**src/rtl/noc_link_arbiter_pkg.sv**
```systemverilog
`default_nettype none
// ============================================================================
// Module   : noc_link_arbiter_pkg
// Purpose  : Shared flit-format constants, FSM encoding and a pointer helper
//            for the NoC link arbiter and its round-robin sub-block.
// Contents : c_flit_w, c_idx_w, c_cred_w, c_credit_max, arb_state_t, next_idx()
// Revision : 1.0  initial release
// ============================================================================
package noc_link_arbiter_pkg;

    localparam int c_flit_w     = 20;  // HEAD = bit 19, TAIL = bit 18
    localparam int c_idx_w      = 3;   // requester index / grant_id width
    localparam int c_cred_w     = 3;   // credit counter width
    localparam int c_credit_max = 7;   // default downstream buffer depth

    typedef enum logic [0:0] {
        IDLE   = 1'b0,
        LOCKED = 1'b1
    } arb_state_t;

    // Round-robin successor: idx+1, wrapping to 0 after the last requester.
    function automatic logic [c_idx_w-1:0] next_idx(input logic [c_idx_w-1:0] idx,
                                                    input int num_req);
        if (int'(idx) >= num_req - 1)
            return '0;
        return idx + 3'd1;
    endfunction

endpackage
`default_nettype wire

```
**src/rtl/noc_link_arbiter_if.sv**
```systemverilog
`default_nettype none
// ============================================================================
// Module   : noc_link_arbiter_if
// Purpose  : Bundles the requester-side handshake, the credit return and the
//            link-side outputs of the NoC link arbiter.
// Modports : master - requesters / link sink (drives req_*, ci)
//            slave  - the arbiter (drives req_ready, out_*, grant_id, credits, err)
// Revision : 1.0  initial release
// ============================================================================
interface noc_link_arbiter_if
    import noc_link_arbiter_pkg::*;
#(
    parameter int NUM_REQ = 4,
    parameter int FLIT_W  = c_flit_w
);
    logic [NUM_REQ-1:0]        req_valid;
    logic [NUM_REQ*FLIT_W-1:0] req_flit;
    logic [NUM_REQ-1:0]        req_ready;
    logic                      ci;
    logic [FLIT_W-1:0]         out_flit;
    logic                      out_valid;
    logic [c_idx_w-1:0]        grant_id;
    logic [c_cred_w-1:0]       credits;
    logic [1:0]                err;

    modport master (
        output req_valid, req_flit, ci,
        input  req_ready, out_flit, out_valid, grant_id, credits, err
    );

    modport slave (
        input  req_valid, req_flit, ci,
        output req_ready, out_flit, out_valid, grant_id, credits, err
    );
endinterface
`default_nettype wire

```
**src/rtl/noc_link_arbiter_rr_arbiter.sv**
```systemverilog
`default_nettype none
// ============================================================================
// Module   : rr_arbiter
// Purpose  : Combinational round-robin pick: first set request at or after
//            the rotating pointer, wrapping around.
// Ports    : i_req  - request vector
//            i_ptr  - highest-priority index this cycle
//            o_gnt  - one-hot grant
//            o_idx  - encoded grant index (0 when nothing granted)
//            o_any  - at least one request granted
// Revision : 1.0  initial release
// ============================================================================
module rr_arbiter
    import noc_link_arbiter_pkg::*;
#(
    parameter int NUM_REQ = 4
) (
    input  wire logic [NUM_REQ-1:0] i_req,
    input  wire logic [c_idx_w-1:0] i_ptr,
    output logic      [NUM_REQ-1:0] o_gnt,
    output logic      [c_idx_w-1:0] o_idx,
    output logic                    o_any
);
    // Two passes over constant indices: first the upper segment [ptr..N-1],
    // then the wrapped segment [0..ptr-1].
    always_comb begin
        o_gnt = '0;
        o_idx = '0;
        o_any = 1'b0;
        for (int i = 0; i < NUM_REQ; i++) begin
            if (!o_any && i_req[i] && (i >= int'(i_ptr))) begin
                o_gnt[i] = 1'b1;
                o_idx    = 3'(i);
                o_any    = 1'b1;
            end
        end
        for (int i = 0; i < NUM_REQ; i++) begin
            if (!o_any && i_req[i] && (i < int'(i_ptr))) begin
                o_gnt[i] = 1'b1;
                o_idx    = 3'(i);
                o_any    = 1'b1;
            end
        end
    end
endmodule
`default_nettype wire

```
**src/rtl/noc_link_arbiter.sv**
```systemverilog
`default_nettype none
// ============================================================================
// Module   : noc_link_arbiter
// Purpose  : Wormhole round-robin arbiter sharing one router output link among
//            NUM_REQ requesters, with credit-based downstream flow control.
//            A grant is held from HEAD to TAIL flit.
// Ports    : clk  - rising-edge clock
//            rst  - asynchronous active-low reset
//            link - noc_link_arbiter_if.slave (req_valid/req_flit/req_ready,
//                   ci, out_flit/out_valid, grant_id, credits, err)
// Revision : 1.0  initial release
// ============================================================================
module noc_link_arbiter
    import noc_link_arbiter_pkg::*;
#(
    parameter int NUM_REQ = 4,
    parameter int FLIT_W  = c_flit_w,
    parameter int CREDITS = c_credit_max
) (
    input  wire logic          clk,
    input  wire logic          rst,
    noc_link_arbiter_if.slave  link
);
    localparam int c_head_bit = FLIT_W - 1;
    localparam int c_tail_bit = FLIT_W - 2;

    arb_state_t           r_state;
    logic [c_idx_w-1:0]   r_ptr;
    logic [c_idx_w-1:0]   r_grant_id;   // doubles as packet owner while LOCKED
    logic [c_cred_w-1:0]  r_credits;
    logic [FLIT_W-1:0]    r_out_flit;
    logic                 r_out_valid;
    logic [1:0]           r_err;

    logic [FLIT_W-1:0]    w_flits [NUM_REQ];
    logic [NUM_REQ-1:0]   w_head;
    logic [NUM_REQ-1:0]   w_elig;
    logic [NUM_REQ-1:0]   w_arb_gnt;
    logic [c_idx_w-1:0]   w_arb_idx;
    logic                 w_arb_any;
    logic [NUM_REQ-1:0]   w_ready;
    logic [c_idx_w-1:0]   w_sel;
    logic [FLIT_W-1:0]    w_flit;
    logic                 w_can;
    logic                 w_own_valid;
    logic                 w_bad_idle;
    logic                 w_send;
    logic                 w_sel_tail;

    generate
        for (genvar g = 0; g < NUM_REQ; g++) begin : g_split
            assign w_flits[g] = link.req_flit[g*FLIT_W +: FLIT_W];
            assign w_head[g]  = w_flits[g][c_head_bit];
        end
    endgenerate

    // Only head flits compete for a free link.
    assign w_elig = link.req_valid & w_head;

    rr_arbiter #(
        .NUM_REQ (NUM_REQ)
    ) u_rr (
        .i_req (w_elig),
        .i_ptr (r_ptr),
        .o_gnt (w_arb_gnt),
        .o_idx (w_arb_idx),
        .o_any (w_arb_any)
    );

    always_comb begin
        w_can       = (r_credits != '0);
        w_ready     = '0;
        w_sel       = r_grant_id;
        w_flit      = '0;
        w_own_valid = 1'b0;
        w_bad_idle  = 1'b0;
        for (int i = 0; i < NUM_REQ; i++) begin
            if (r_grant_id == 3'(i))
                w_own_valid = link.req_valid[i];
        end
        if (r_state == IDLE) begin
            w_sel      = w_arb_idx;
            if (w_can && w_arb_any)
                w_ready = w_arb_gnt;
            // Body/tail flits without an open packet are protocol errors.
            w_bad_idle = |(link.req_valid & ~w_head);
        end else if (w_can && w_own_valid) begin
            for (int i = 0; i < NUM_REQ; i++) begin
                if (r_grant_id == 3'(i))
                    w_ready[i] = 1'b1;
            end
        end
        for (int i = 0; i < NUM_REQ; i++) begin
            if (w_sel == 3'(i))
                w_flit = w_flits[i];
        end
        w_send     = |w_ready;
        w_sel_tail = w_flit[c_tail_bit];
    end

    always_ff @(posedge clk or negedge rst) begin
        if (!rst) begin
            r_state     <= IDLE;
            r_ptr       <= '0;
            r_grant_id  <= '0;
            r_credits   <= 3'(CREDITS);
            r_out_flit  <= '0;
            r_out_valid <= 1'b0;
            r_err       <= '0;
        end else begin
            r_out_valid <= w_send;
            if (w_send)
                r_out_flit <= w_flit;

            // Send and credit return in the same cycle cancel out.
            case ({w_send, link.ci})
                2'b10: r_credits <= r_credits - 3'd1;
                2'b01: begin
                    if (r_credits == 3'(CREDITS))
                        r_err[0] <= 1'b1;
                    else
                        r_credits <= r_credits + 3'd1;
                end
                default: ;
            endcase

            if (w_bad_idle)
                r_err[1] <= 1'b1;

            case (r_state)
                IDLE: begin
                    if (w_send) begin
                        r_grant_id <= w_arb_idx;
                        if (w_sel_tail)
                            r_ptr <= next_idx(w_arb_idx, NUM_REQ);
                        else
                            r_state <= LOCKED;
                    end
                end
                LOCKED: begin
                    if (w_send && w_sel_tail) begin
                        r_state <= IDLE;
                        r_ptr   <= next_idx(r_grant_id, NUM_REQ);
                    end
                end
            endcase
        end
    end

    assign link.req_ready = w_ready;
    assign link.out_flit  = r_out_flit;
    assign link.out_valid = r_out_valid;
    assign link.grant_id  = r_grant_id;
    assign link.credits   = r_credits;
    assign link.err       = r_err;

endmodule
`default_nettype wire

```
**src/flat_wrapper.sv**
```systemverilog
// flat-port wrapper written by rule: the top's interface ports become plain ports
module noc_link_arbiter_flat import noc_link_arbiter_pkg::*;
#(
    parameter int NUM_REQ = 4,
    parameter int FLIT_W  = c_flit_w,
    parameter int CREDITS = c_credit_max
)
  (clk, rst, link_req_valid, link_req_flit, link_ci, link_req_ready, link_out_flit, link_out_valid, link_grant_id, link_credits, link_err);
  noc_link_arbiter_if #(.NUM_REQ(NUM_REQ), .FLIT_W(FLIT_W)) link_i ();
  input  wire logic clk;
  input  wire logic rst;
  input wire logic [$bits(link_i.req_valid)-1:0] link_req_valid;
  input wire logic [$bits(link_i.req_flit)-1:0] link_req_flit;
  input wire logic [$bits(link_i.ci)-1:0] link_ci;
  output wire logic [$bits(link_i.req_ready)-1:0] link_req_ready;
  output wire logic [$bits(link_i.out_flit)-1:0] link_out_flit;
  output wire logic [$bits(link_i.out_valid)-1:0] link_out_valid;
  output wire logic [$bits(link_i.grant_id)-1:0] link_grant_id;
  output wire logic [$bits(link_i.credits)-1:0] link_credits;
  output wire logic [$bits(link_i.err)-1:0] link_err;
  assign link_i.req_valid = link_req_valid;
  assign link_i.req_flit = link_req_flit;
  assign link_i.ci = link_ci;
  assign link_req_ready = link_i.req_ready;
  assign link_out_flit = link_i.out_flit;
  assign link_out_valid = link_i.out_valid;
  assign link_grant_id = link_i.grant_id;
  assign link_credits = link_i.credits;
  assign link_err = link_i.err;
  noc_link_arbiter #(.NUM_REQ(NUM_REQ), .FLIT_W(FLIT_W), .CREDITS(CREDITS)) u_core (.clk(clk), .rst(rst), .link(link_i));
endmodule
```
**config.mk**
```make
export PLATFORM = sky130hd
export DESIGN_NAME = noc_link_arbiter_flat
export DESIGN_NICKNAME = d
export VERILOG_FILES = /design/src/rtl/noc_link_arbiter_pkg.sv /design/src/rtl/noc_link_arbiter_if.sv /design/src/rtl/noc_link_arbiter_rr_arbiter.sv /design/src/rtl/noc_link_arbiter.sv /design/src/flat_wrapper.sv
export SDC_FILE = /design/constraint.sdc
export NUM_CORES = 1
export LEC_CHECK = 0
export CAP_MARGIN = 30
export CORE_ASPECT_RATIO = 2
export CORE_MARGIN = 3
export CORE_UTILIZATION = 39
export DETAILED_ROUTE_END_ITERATION = 10
export PLACE_DENSITY = 0.87
export RECOVER_POWER = 100
export SYNTH_ARGS = -nofsm -noshare
export SYNTH_HDL_FRONTEND = slang
export SYNTH_SLANG_ARGS = --single-unit
export TNS_END_PERCENT = 10
```
**constraint.sdc**
```tcl
create_clock -name clk -period 2.8 [get_ports clk]
set_input_delay 0.84 -clock clk [delete_from_list [all_inputs] [get_ports clk]]
set_output_delay 0.84 -clock clk [all_outputs]
set_load 0.01 [all_outputs]
```
==> impl_metrics.toml <==
[global_route]
gr-usage-met1_pct = 22.1
grt_busiest_layer = "met2"
globalRouteOverflowTotal = 0
grt_pass1_wl_um = 14200
grt_use_met2_pct = 46.1
grt_pass1_vias = 2906
use_met3_pct = 2.98
grt_max_degree = 32
antenna_found_initial = 0
grt_use_total_pct = 22.8

[placement]
gp_congestion = 0.925
dpl_cell_area_sq_um = 4220
port-buffer-count = 118
dp_hpwl_um = 7070

[synth]
synth_edf_count = 0
synth_flop_cell = "dfrtp_1"
avgSynthCellArea_sq_um = 10.5
synthTopCellsByArea = "dfrtp_1 26%, mux2i_1 23%, mux2_4 5.5%, mux2_2 3.7%, dfstp_2 2.9%"
syn_nets = 352
synth.distinct_cells = 67
async_reset_ff_share_pct = 100
yosysWarningCount = 0
synth_top_area_share_pct = 25.8
yosysTopAreaCell = "dfrtp_1"
ys_seq_area_share_pct = 28.7
syn-cell-area_sq_um = 2720
netlist_instances = 260
ys_ff_latch = 31

[setup_path]
end_kind = "register"
crit_required_ns = 2.99
cp_slowest_cell = "or3b_4"
worstPathCellList = "clkdlybuf4s15_2 > a22o_1 > a21oi_1 > o211ai_1 > buf_4 > o2111ai_4 > nor2_4 > nand2_1 > fa_2 > or3b_4 > a22oi_2 > a211o_1 > nor4_1"
path_class = "in2reg"
path_max_fanout = 4
max_stage_delay_ns = 0.39
startpoint_type = "primary input"
arrival_ns = 3.05

[cts]
cts-root-buf = "clkbuf_16"
clockBufferDepth = 2
tritoncts = "built"
cts.clk_slew.worst_paths_ns = 0.05
clk_latency_ns = 0.27
cts_max_level = 2
cts_made_buffers = 5
cts_hold_buf = 0
clock-sinks = 31

[floorplan]
die_h_um = 124
coreArea_sq_um = 6670
pin_count = 120
num_rows = 42
start_util_pct = 40.7
die_x_um = 65.0
die_area_sq_um = 8070

[timing]
slew_headroom_pct = 46.8
max_clock_freq_mhz = 350
slew_viol_final = 0
whs_ns = 0.469
finalSetupViolCount = 1
hold_viol = 0
tightest_slew_ns = 0.797
final.period_utilization_pct = 102
grt_setup_unrepaired = "yes"
period_needed_ns = 2.86
fin_skew_ns = 0.00476
fin_ws_ns = -0.0578

[power]
p_sw_mw = 1.78
powerDensity_nw_per_um2 = 1050
pwr-share-comb_pct = 69.5
swShare_pct = 38.6
p_seq_share_pct = 18.9
fin_total_pwr_mw = 4.61
internal-power_mw = 2.83
ir_drop_mv = 0.611
power_frac_clock_pct = 11.6
leakage_nw = 2.12

[status]
status = "complete, but fails checks"
violations = "setup timing"

[finish]
utilization_pct = 66.0
drive_above_1_share_pct = 29.0
fillCellCount = 575
finalNetCount = 512
syn_to_final_growth_pct = 62.2
antenna_cells = 0
multiInputGateArea_sq_um = 1740
regArea_sq_um = 779
fin_area_sq_um = 4410

[drt]
drc = 0
routed_via_density = 5.25
drt-total-wl_um = 8830
ant_nets = 0
first_pass_iters = 4
wl_per_cell_um = 17.3
dr_total_vias = 2674
drtIter0Drc = 96

[hold_path]
holdCritPathClass = "reg2reg"

[flow_run]
drv_cap = 0
## cell type report
class                   instances  area share (%)
clock inverters                 1           0.114
flip-flops and latches         31            17.7
repair buffers                173            35.7
multi-input cells             195            39.4
well taps                      88            2.50
inverters                      14            1.31
clock buffers                   7            3.24
## power groups by stage
stage	logic, mW	clock network [mW]	registers, mW
after floorplan	2.06	0	0.948
after global placement	3.15	0	0.862
after detailed placement	3.22	0	0.877
after CTS	3.28	0.550	0.876
after global routing	3.48	0.569	0.904
final	3.20	0.535	0.871
## cells in the final DEF, fill, tap and decap left out, types with 3 or more instances in the layout
master and instances:
a21oi_1 6, a21oi_2 3, a22o_1 3, a22oi_1 3, buf_2 8, buf_4 51
clkbuf_16 5, clkdlybuf4s50_1 78, dfrtp_1 28, dfstp_2 3, dlygate4sd3_1 28, inv_1 12
mux2_2 9, mux2_4 10, mux2i_1 62, nand2_1 13, nand2b_1 3, nand3_1 4
nor2_1 7, o21ai_0 9
## state kept, by name, summed over array words and instances, names as in the netlist
name	cells
u_core.link.out_flit	20
u_core.link.credits	3
u_core.link.err	2
u_core.link.grant_id	2
u_core.r_ptr	2
u_core.link.out_valid	1
u_core.r_state	1
## Yosys cell counts, types with 2 or more instances
cell,number
o21ai_0,11
nand3b_1,2
and2_1,3
mux2i_1,62
buf_4,4
buf_6,4
buf_2,5
inv_1,13
nor4b_1,2
a22o_1,3
nand4_1,2
nand2_1,14
nand2b_1,3
a21oi_1,9
o211ai_2,2
mux2_2,9
o21bai_1,2
ha_1,4
a22oi_1,5
mux2_4,10
dfrtp_1,28
buf_8,3
nor4_1,2
nand3_1,4
buf_12,2
and2_0,2
o31a_1,2
dfstp_2,3
nor2_1,7
## metal layers
layer / vias to the layer above / share of wire [%]
met5: - / 0
met4: 0 / 2.5
met3: 19 / 3.5
met2: 71 / 61
met1: 1302 / 33
li1: 1282 / -
## logic make-up (layout without fill, tap and decap cells)
logic type | count (synthesis) | in the layout | synth area share, %
XOR/XNOR | 1 | 1 | 0.322
buffers and inverters | 34 | 195 | 9.35
AO/OA/AOI/OAI | 52 | 52 | 14.8
AND/OR/NAND/NOR | 54 | 54 | 11.6
adder cells (fa/ha/maj) | 5 | 5 | 2.58
multiplexers | 82 | 82 | 32.5
flip-flops | 31 | 31 | 28.7
other | 1 | 1 | 0.138
## path summary, 6_finish.rpt
path,start,to,slack [ns],depth (start not counted)
setup / recovery,link_req_flit[39],u_core.link.credits[2],-0.06,13
hold / removal,u_core.link.err[0],u_core.link.err[0],0.47,1
setup reg to reg,u_core.link.grant_id[0],u_core.link.credits[2],-0.01,13
hold reg to reg,u_core.link.err[0],u_core.link.err[0],0.47,1
max in group asynchronous,rst,u_core.link.out_flit[0],1.11,2
min in group asynchronous,rst,u_core.link.err[0],1.18,2
## stage by stage
step           instances  setup WS, ns  setup TNS (ns)
2_1_floorplan        260        -0.455          -0.533
3_3_place_gp         496        -0.821          -15.91
3_5_place_dp         496        -0.880          -16.64
4_1_cts              509       -0.0359         -0.0437
5_1_grt              509        -0.165          -0.216
6_report             509       -0.0578         -0.0578
## critical path, delay by kind of cell
kind / cells / cell delay (ns)
fa+ha+maj: 1 / 0.34
buf+inv: 2 / 0.39
simple gates: 4 / 0.61
compound gates: 6 / 0.88
## timing repair
item / in CTS / in global routing
setup buffers: 5 / 0
resized for setup: 57 / 7
endpoints found under the setup margin: 31 / 5
gates cloned: 0 / 0
pin swaps: 11 / 2
(Power assumes the default switching activity.)
